[src/rtl/bin_to_bcd_seq.sv]
// Sequential binary-to-BCD converter (double-dabble, one shift per clock).
// Optional feature: define SIGNED_EN to treat iBIN as two's complement and report oNEG.
module bin_to_bcd_seq #(
  parameter int BIN_W  = 20,
  parameter int DIGITS = 6
) (
  input  logic                  iCLK,
  input  logic                  iRST_N,
  input  logic                  iSTART,
  input  logic [BIN_W-1:0]      iBIN,
  output logic                  oBUSY,
  output logic                  oDONE,
  output logic [4*DIGITS-1:0]   oBCD,
  output logic                  oOVF,
  output logic                  oNEG
);

  localparam longint unsigned MAXV = (64'd10 ** DIGITS) - 64'd1;
  // Two spare nibbles keep the add-3/shift free of intermediate overflow.
  localparam int SW = 4 * (DIGITS + 2);

  typedef enum logic [1:0] {IDLE, SHIFT, DONE} state_t;

  state_t                 state;
  logic [BIN_W-1:0]       shReg;
  logic [BIN_W-1:0]       cnt;
  logic [BIN_W-1:0]       mag;
  logic [SW-1:0]          scratch;
  logic [SW-1:0]          adj;
  logic [SW+BIN_W-1:0]    shifted;
  logic                   ovf;

`ifdef SIGNED_EN
  logic                   neg;
  // -(-2**(BIN_W-1)) wraps to 2**(BIN_W-1), which is exactly the unsigned magnitude.
  assign mag = iBIN[BIN_W-1] ? -iBIN : iBIN;
`else
  assign mag  = iBIN;
  assign oNEG = 1'b0;
`endif

  // NOTE: every variable written in always_comb gets a default first, so no latch is inferred.
  always_comb begin
    adj = scratch;
    for (int i = 0; i < DIGITS + 2; i++) begin
      if (scratch[4*i +: 4] >= 4'd5) adj[4*i +: 4] = scratch[4*i +: 4] + 4'd3;
    end
    shifted = {adj, shReg} << 1;
  end

  // NOTE: sequential state uses non-blocking assignments only; the DONE branch reads
  // scratch/ovf while a back-to-back accept reloads them in the same edge.
  // NOTE: shReg/scratch are pure datapath, always reloaded on accept, so they carry no reset.
  always_ff @(posedge iCLK) begin
    if (!iRST_N) begin
      state <= IDLE;
      oBUSY <= 1'b0;
      oDONE <= 1'b0;
      oBCD  <= '0;
      oOVF  <= 1'b0;
      ovf   <= 1'b0;
      cnt   <= '0;
`ifdef SIGNED_EN
      oNEG  <= 1'b0;
      neg   <= 1'b0;
`endif
    end else begin
      oDONE <= 1'b0;
      case (state)
        IDLE, DONE: begin
          if (state == DONE) begin
            oDONE <= 1'b1;
            oBCD  <= ovf ? {DIGITS{4'h9}} : scratch[4*DIGITS-1:0];
            oOVF  <= ovf;
`ifdef SIGNED_EN
            oNEG  <= neg;
`endif
          end
          if (iSTART) begin
            state   <= SHIFT;
            oBUSY   <= 1'b1;
            shReg   <= mag;
            scratch <= '0;
            cnt     <= '0;
            ovf     <= (64'(mag) > MAXV);
`ifdef SIGNED_EN
            neg     <= iBIN[BIN_W-1];
`endif
          end else begin
            state <= IDLE;
          end
        end
        SHIFT: begin
          scratch <= shifted[SW+BIN_W-1:BIN_W];
          shReg   <= shifted[BIN_W-1:0];
          cnt     <= cnt + 1'b1;
          if (cnt == BIN_W'(BIN_W - 1)) begin
            state <= DONE;
            oBUSY <= 1'b0;
          end
        end
        default: state <= IDLE;
      endcase
    end
  end

endmodule
[config.mk]
export PLATFORM = sky130hd
export DESIGN_NAME = bin_to_bcd_seq
export DESIGN_NICKNAME = d
export VERILOG_FILES = /design/src/rtl/bin_to_bcd_seq.sv
export SDC_FILE = /design/constraint.sdc
export NUM_CORES = 1
export LEC_CHECK = 0
export ABC_AREA = 0
export BUFFER_PORTS_ARGS = -buffer_cell sky130_fd_sc_hd__buf_2
export CAP_MARGIN = 20
export CORE_AREA = 2 2 95 97
export DETAILED_ROUTE_END_ITERATION = 12
export DIE_AREA = 0 0 97 99
export PLACE_DENSITY = 0.79
export SLEW_MARGIN = 20
export SYNTH_ARGS = -nofsm -noshare
export SYNTH_HDL_FRONTEND = slang
export SYNTH_SLANG_ARGS = --single-unit
[constraint.sdc]
create_clock -name iCLK -period 3 [get_ports iCLK]
set_input_delay 0.15 -clock iCLK [delete_from_list [all_inputs] [get_ports iCLK]]
set_output_delay 0.15 -clock iCLK [all_outputs]
set_load 0.05 [all_outputs]
==> results.yml, run 1 <==
synth:
  netlist_instances: 476
  syn_area_um2: 4380
  syn_area_per_cell_um2: 9.19
  synth_ff_type: "dfxtp_1"
  async_flop_share_pct: 0
  yosysUniqueCellTypes: 44
  ys_ff_latch: 94
  ys_seq_area_share_pct: 53.1
  synth_nets: 512
  synth-edff-count: 44
  synth_warnings: 0
critical_path:
  cp_max_fo: 9
  worstPathArrival_ns: 2.41
  crit_slowest_cell: "nor3_1"
  rrSetupSlack_ns: 0.89
  cpPeakStageDelay_ns: 0.73
  path_cells: "ha_1 -> nand4b_1 -> nor3_1 -> and3_1 -> mux2i_1"
  r2r_cells: 5
  endpoint_kind: "flip-flop"
  reg2reg_to: "cnt[12]"
  required_ns: 3.29
  start_kind: "flip-flop"
  critical_path_class: "reg2reg"
  worstReg2RegStart: "cnt[1]"
place:
  post-dp-hpwl_um: 5940
  placed_area_um2: 4720
  gp_congestion: 0.791
  io_buffer_count: 49
  pre_cts_slack_ns: 0.897
global_route:
  grt_max_degree: 39
  global_route.overflow_total: 0
  top_usage_layer: "met2"
  grt_pass1_wl_um: 15200
  globalRouteMet2Util_pct: 33.1
  grt_use_total_pct: 19.5
  grt_antenna_before_repair: 0
  use_met1_pct: 24.5
  grt_pass1_vias: 3290
  grt.met3_usage_pct: 5.11
final_layout:
  postLayoutCoreUtil_pct: 57.5
  register_area_um2: 2320
  nNetsFinal: 553
  multi_input_area_um2: 1890
  design_area_um2: 4920
  n_fill_cell: 732
  num_antenna_cells: 0
  drive_gt1_share_pct: 14.8
  syn2layout_area_growth_pct: 12.3
timing:
  fin_crit_ns: 2.11
  hold_viol_final: 0
  fin_tns_setup_ns: 0
  holdWs_ns: 0.0487
  rsz0062_at_grt: "no"
  period_share_pct: 70.5
  fin_worst_skew_ns: 0.00970
  slew_violations: 0
  setup_viol_count_final: 0
  timing.final.ws_setup_ns: 0.885
  worstMarginPinSlew_ns: 0.997
  relSlewSlack_pct: 33.4
  max_freq_ghz: 0.473
clocking:
  clk_pin_slew_worst_paths_ns: 0.10
  postCtsSetupRepairBufs: 0
  clock_latency_ns: 0.36
  cts-buffers-inserted: 9
  root_buffer: "clkbuf_8"
  ctsLongestPathBuffers: 2
  cts_hold_buf: 0
  tritoncts: "yes"
  clkSinkCount: 94
  post_cts_resized: 0
  htree_levels: 3
power_and_ir_drop:
  p_leak_nw: 1.94
  ir_worst_vdd_v: 0.000273
  power_density_nw_per_um2: 511
drt:
  vias: 3534
  totalWireLength_um: 9150
  remaining_drc_errors: 0
  viasPerCell: 5.61
  wire_per_inst_um: 14.5
  ant_nets: 0
  drt_iter0_drc: 239
  drtPass1Iterations: 5
worst_hold_path:
  holdPathStages: 3
  hold_end: "shReg[5]"
  hold_path_class: "in2reg"
  min_from: "iBIN[5]"
floorplan:
  start_util_pct: 51.2
  fp.dieArea_um2: 9600
  core_area_um2: 8550
  std_cell_rows: 34
  die_y_um: 99
  pin_count: 51
  die_x_um: 97
flow_run:
  max-cap-violations: 0
status:
  status: "complete, no violations"
[cells by family after synthesis]
| kind of cell | Yosys count | synth area share, % |
|---|---|---|
| adders and majority gates | 13 | 3.72 |
| AOI/OAI and AO/OA | 73 | 10.1 |
| muxes | 2 | 0.457 |
| other | 1 | 0.0857 |
| xor gates and xnor gates | 11 | 2.20 |
| and+or+nand+nor | 237 | 26.4 |
| DFF | 94 | 53.1 |
| buffers and inverters | 45 | 3.95 |
[through the flow]
step	power (W)	instances
6_report	0.00251	630
5_1_grt	0.00261	630
4_1_cts	0.00252	630
3_5_place_dp	0.00169	614
3_3_place_gp	0.00168	614
2_1_floorplan	0.00163	476
[metal layers]
metal / vias up / wire length (µm) / share of wire (%)
li1: 1747 / - / -
met1: 1660 / 4020 / 44
met2: 115 / 4480 / 49
met3: 12 / 502 / 5.5
met4: 0 / 147 / 1.6
met5: - / 0 / 0
[synthesized netlist by cell type, drive strengths merged, types with 2 or more instances]
cell	number	share of area, %
nand2	93	8.0
dfxtp	50	23
edfxtp	44	30
a21oi	39	4.5
nor3	34	3.9
nor2	31	2.7
clkbuf	21	1.8
inv	19	1.6
nand3	14	1.7
ha	13	3.7
nand2b	13	1.9
nand3b	9	1.5
o21ai	9	1.0
or3	9	1.3
nor2b	8	1.1
a211oi	6	1.0
xnor2	6	1.2
buf	5	0.51
nand4	5	0.71
nor4	5	0.86
xor2	5	1.0
a41o	4	0.91
or4	4	0.69
a31oi	3	0.43
and2	3	0.43
and3	3	0.43
nand4b	3	0.60
a31o	2	0.40
mux2i	2	0.46
nor4b	2	0.40
o211ai	2	0.34
o311ai	2	0.40
[placed cells by master, fill, tap and decap left out, types with 4 or more instances in the layout]
cell type   n
nor3_1     34
nor2_1     30
xnor2_1     6
dfxtp_1    50
ha_1       13
xor2_1      5
nand2_1    93
nand2b_1   12
inv_1      19
a211oi_1    6
a21oi_1    39
buf_2      49
o21ai_0     9
a41o_1      4
or3_1       9
edfxtp_1   44
clkbuf_8    9
nand4_1     5
or4_1       4
nor2b_1     8
nand3_1    13
nor4_1      4
nand3b_1    9
buf_4       7
[cell type report]
class                   count  share of cell area [%]
clock inverters             7                    1.50
inverters                  19                    1.45
flip-flops and latches     94                    47.2
multi-input cells         337                    38.5
repair buffers             56                    6.06
well taps                 108                    2.75
clock buffers               9                    2.52
[power by group]
group / internal [W] / switching (W) / total [W]
sequential: 0.00140 / 0.0000320 / 0.00143
clock: 0.000389 / 0.000457 / 0.000846
combinational: 0.0000799 / 0.000150 / 0.000230
total: 0.00187 / 0.000640 / 0.00251
[worst max-delay path, delay by kind of cell, from the launching register on]
kind	cells	cell delay [ns]
adders and majority gates	1	0.28
DFF	1	0.42
muxes	1	0.18
and+or+nand+nor	3	1.18
[sequential cells by signal (all words and copies together) (netlist names)]
signal   count
cnt         20
scratch     24
oBUSY        1
oBCD        24
state        2
oDONE        1
oOVF         1
shReg       20
ovf          1
[worst max-delay path by stage]
stage                        start    endpoint  depth (start not counted)
after floorplan           state[0]  scratch[0]                          5
after global placement    state[0]    shReg[7]                          4
after detailed placement  state[0]    shReg[7]                          4
after CTS                 state[0]    shReg[1]                          4
after global routing        cnt[1]     cnt[14]                          5
final                       cnt[1]     cnt[12]                          5
(Power assumes the default switching activity.)
==> run 2: changes to the inputs <==
Clock period 3 ns to 1.8 ns, I/O delays scaled along.
==> results.yml, run 2 (synthesis results as in run 1) <==
final_layout:
  drive_gt1_share_pct: 17.8
  mostFrequentLayoutCells: "93 x nand2_1, 49 x buf_2, 46 x dfxtp_1, 44 x edfxtp_1, 36 x a21oi_1"
  syn2layout_area_growth_pct: 16.8
  reg.largest.list: "oBCD: 24 flops, scratch: 24 flops"
  postLayoutCoreUtil_pct: 59.8
  num_antenna_cells: 0
  n_fill_cell: 726
  fin_cells: 648
  register_area_um2: 2330
  nNetsFinal: 571
  layout_commonest_cell: "nand2_1"
  multi_input_area_um2: 1920
status:
  status: "complete, no violations"
critical_path:
  cp_max_fo: 6
  cpPeakStageDelay_ns: 0.56
  path_cells: "nand4_1 -> or4_1 -> or3_1 -> a31oi_1"
  worstPathArrival_ns: 2.00
  path_buf_inv: 0
  critical_path_class: "reg2reg"
  endpoint_kind: "flip-flop"
  start_kind: "flip-flop"
  path_delay_family: "simple AND/OR/NAND/NOR gates"
  crit_slowest_cell: "or4_1"
  required_ns: 2.09
clocking:
  htree_levels: 3
  clk_pin_slew_worst_paths_ns: 0.09
  root_buffer: "clkbuf_8"
  ctsLongestPathBuffers: 2
  postCtsSetupRepairBufs: 0
  clock_latency_ns: 0.37
  tritoncts: "yes"
  cts-buffers-inserted: 9
  clkSinkCount: 94
timing:
  setup_viol_count_final: 0
  hold_viol_final: 0
  max_freq_ghz: 0.584
  rsz0062_at_grt: "no"
  period_share_pct: 95.1
  fin_worst_skew_ns: 0.0136
  fin_crit_ns: 1.71
  slew_violations: 0
place:
  io_buffer_count: 49
  post-dp-hpwl_um: 5850
  gp_congestion: 0.811
  dp_cells: 624
global_route:
  grt_use_total_pct: 19.3
  grt_max_degree: 46
  global_route.overflow_total: 0
  grt_pass1_vias: 3484
  grt_antenna_before_repair: 0
  grt_pass1_wl_um: 15400
power_and_ir_drop:
  power_density_nw_per_um2: 810
  ir_worst_vdd_v: 0.000528
  p_leak_nw: 2.04
drt:
  ant_nets: 0
  drtPass1Iterations: 5
  wire_per_inst_um: 13.8
  viasPerCell: 5.50
  met3_length_um: 442
  totalWireLength_um: 8950
  top_layer_used: "met4"
  remaining_drc_errors: 0
  m1WireLength_um: 3980
  drt_iter0_drc: 249
  dr_wl_met2_um: 4360
  vias: 3564
worst_hold_path:
  hold_path_class: "in2reg"
flow_run:
  max-cap-violations: 0
floorplan:
  fp.dieArea_um2: 9600
  die_y_um: 99
  pin_count: 51
  die_x_um: 97
  core_area_um2: 8550
  std_cell_rows: 34
  start_util_pct: 51.2
==> run 2: repair_timing <==
item | CTS | global route
resized for setup | 0 | 7
setup endpoints to repair | 0 | 9
endpoints found under the hold margin | 8 | 0
hold buffers | 8 | 0
==> run 2: per-layer routing <==
layer	track usage, %	vias up
li1	-	1788
met1	24.5	1679
met2	32.5	83
met3	3.76	14
met4	8.34	0
met5	0	-
==> run 2: final cells by class <==
cell class	count	area share, %
multi-input cells	337	37.5
flip-flops and latches	94	45.5
well taps	108	2.64
repair buffers	74	9.35
inverters	19	1.40
clock buffers	12	3.03
clock inverters	4	0.563
==> run 2: per-stage QoR <==
| stage | hold slack (ns) | TNS, ns | power, W | setup slack, ns | area (µm²) |
|---|---|---|---|---|---|
| CTS | 0.000475 | 0 | 0.00417 | 0.0453 | 5090 |
| floorplan | 0.251 | -7.13 | 0.00272 | -0.160 | 4410 |
| detailed placement | 0.364 | 0 | 0.00284 | 0.0804 | 4830 |
| finish | 0.00883 | 0 | 0.00414 | 0.0890 | 5110 |
| global placement | 0.357 | 0 | 0.00282 | 0.135 | 4830 |
| global route | 0.0176 | 0 | 0.00432 | 0.00644 | 5110 |
==> run 2: worst min-delay path: stages <==
cell and delay [ns]:
buf_2 0.08, nand2_1 0.04, nand2_1 0.05
==> run 2: path summary, 6_finish.rpt <==
check,startpoint,endpoint,slack (ns),cells past startpoint
setup / recovery,cnt[7],cnt[13],0.09,4
hold / removal,iBIN[9],shReg[9],0.009,3
setup reg to reg,cnt[7],cnt[13],0.09,4
hold reg to reg,oBCD[13],oBCD[13],0.45,2
==> run 2: report_power, final <==
group / switching (W) / total, W / internal, W
Clock: 0.000747 / 0.00133 / 0.000586
Sequential: 0.0000515 / 0.00239 / 0.00234
Combinational: 0.000258 / 0.000419 / 0.000161
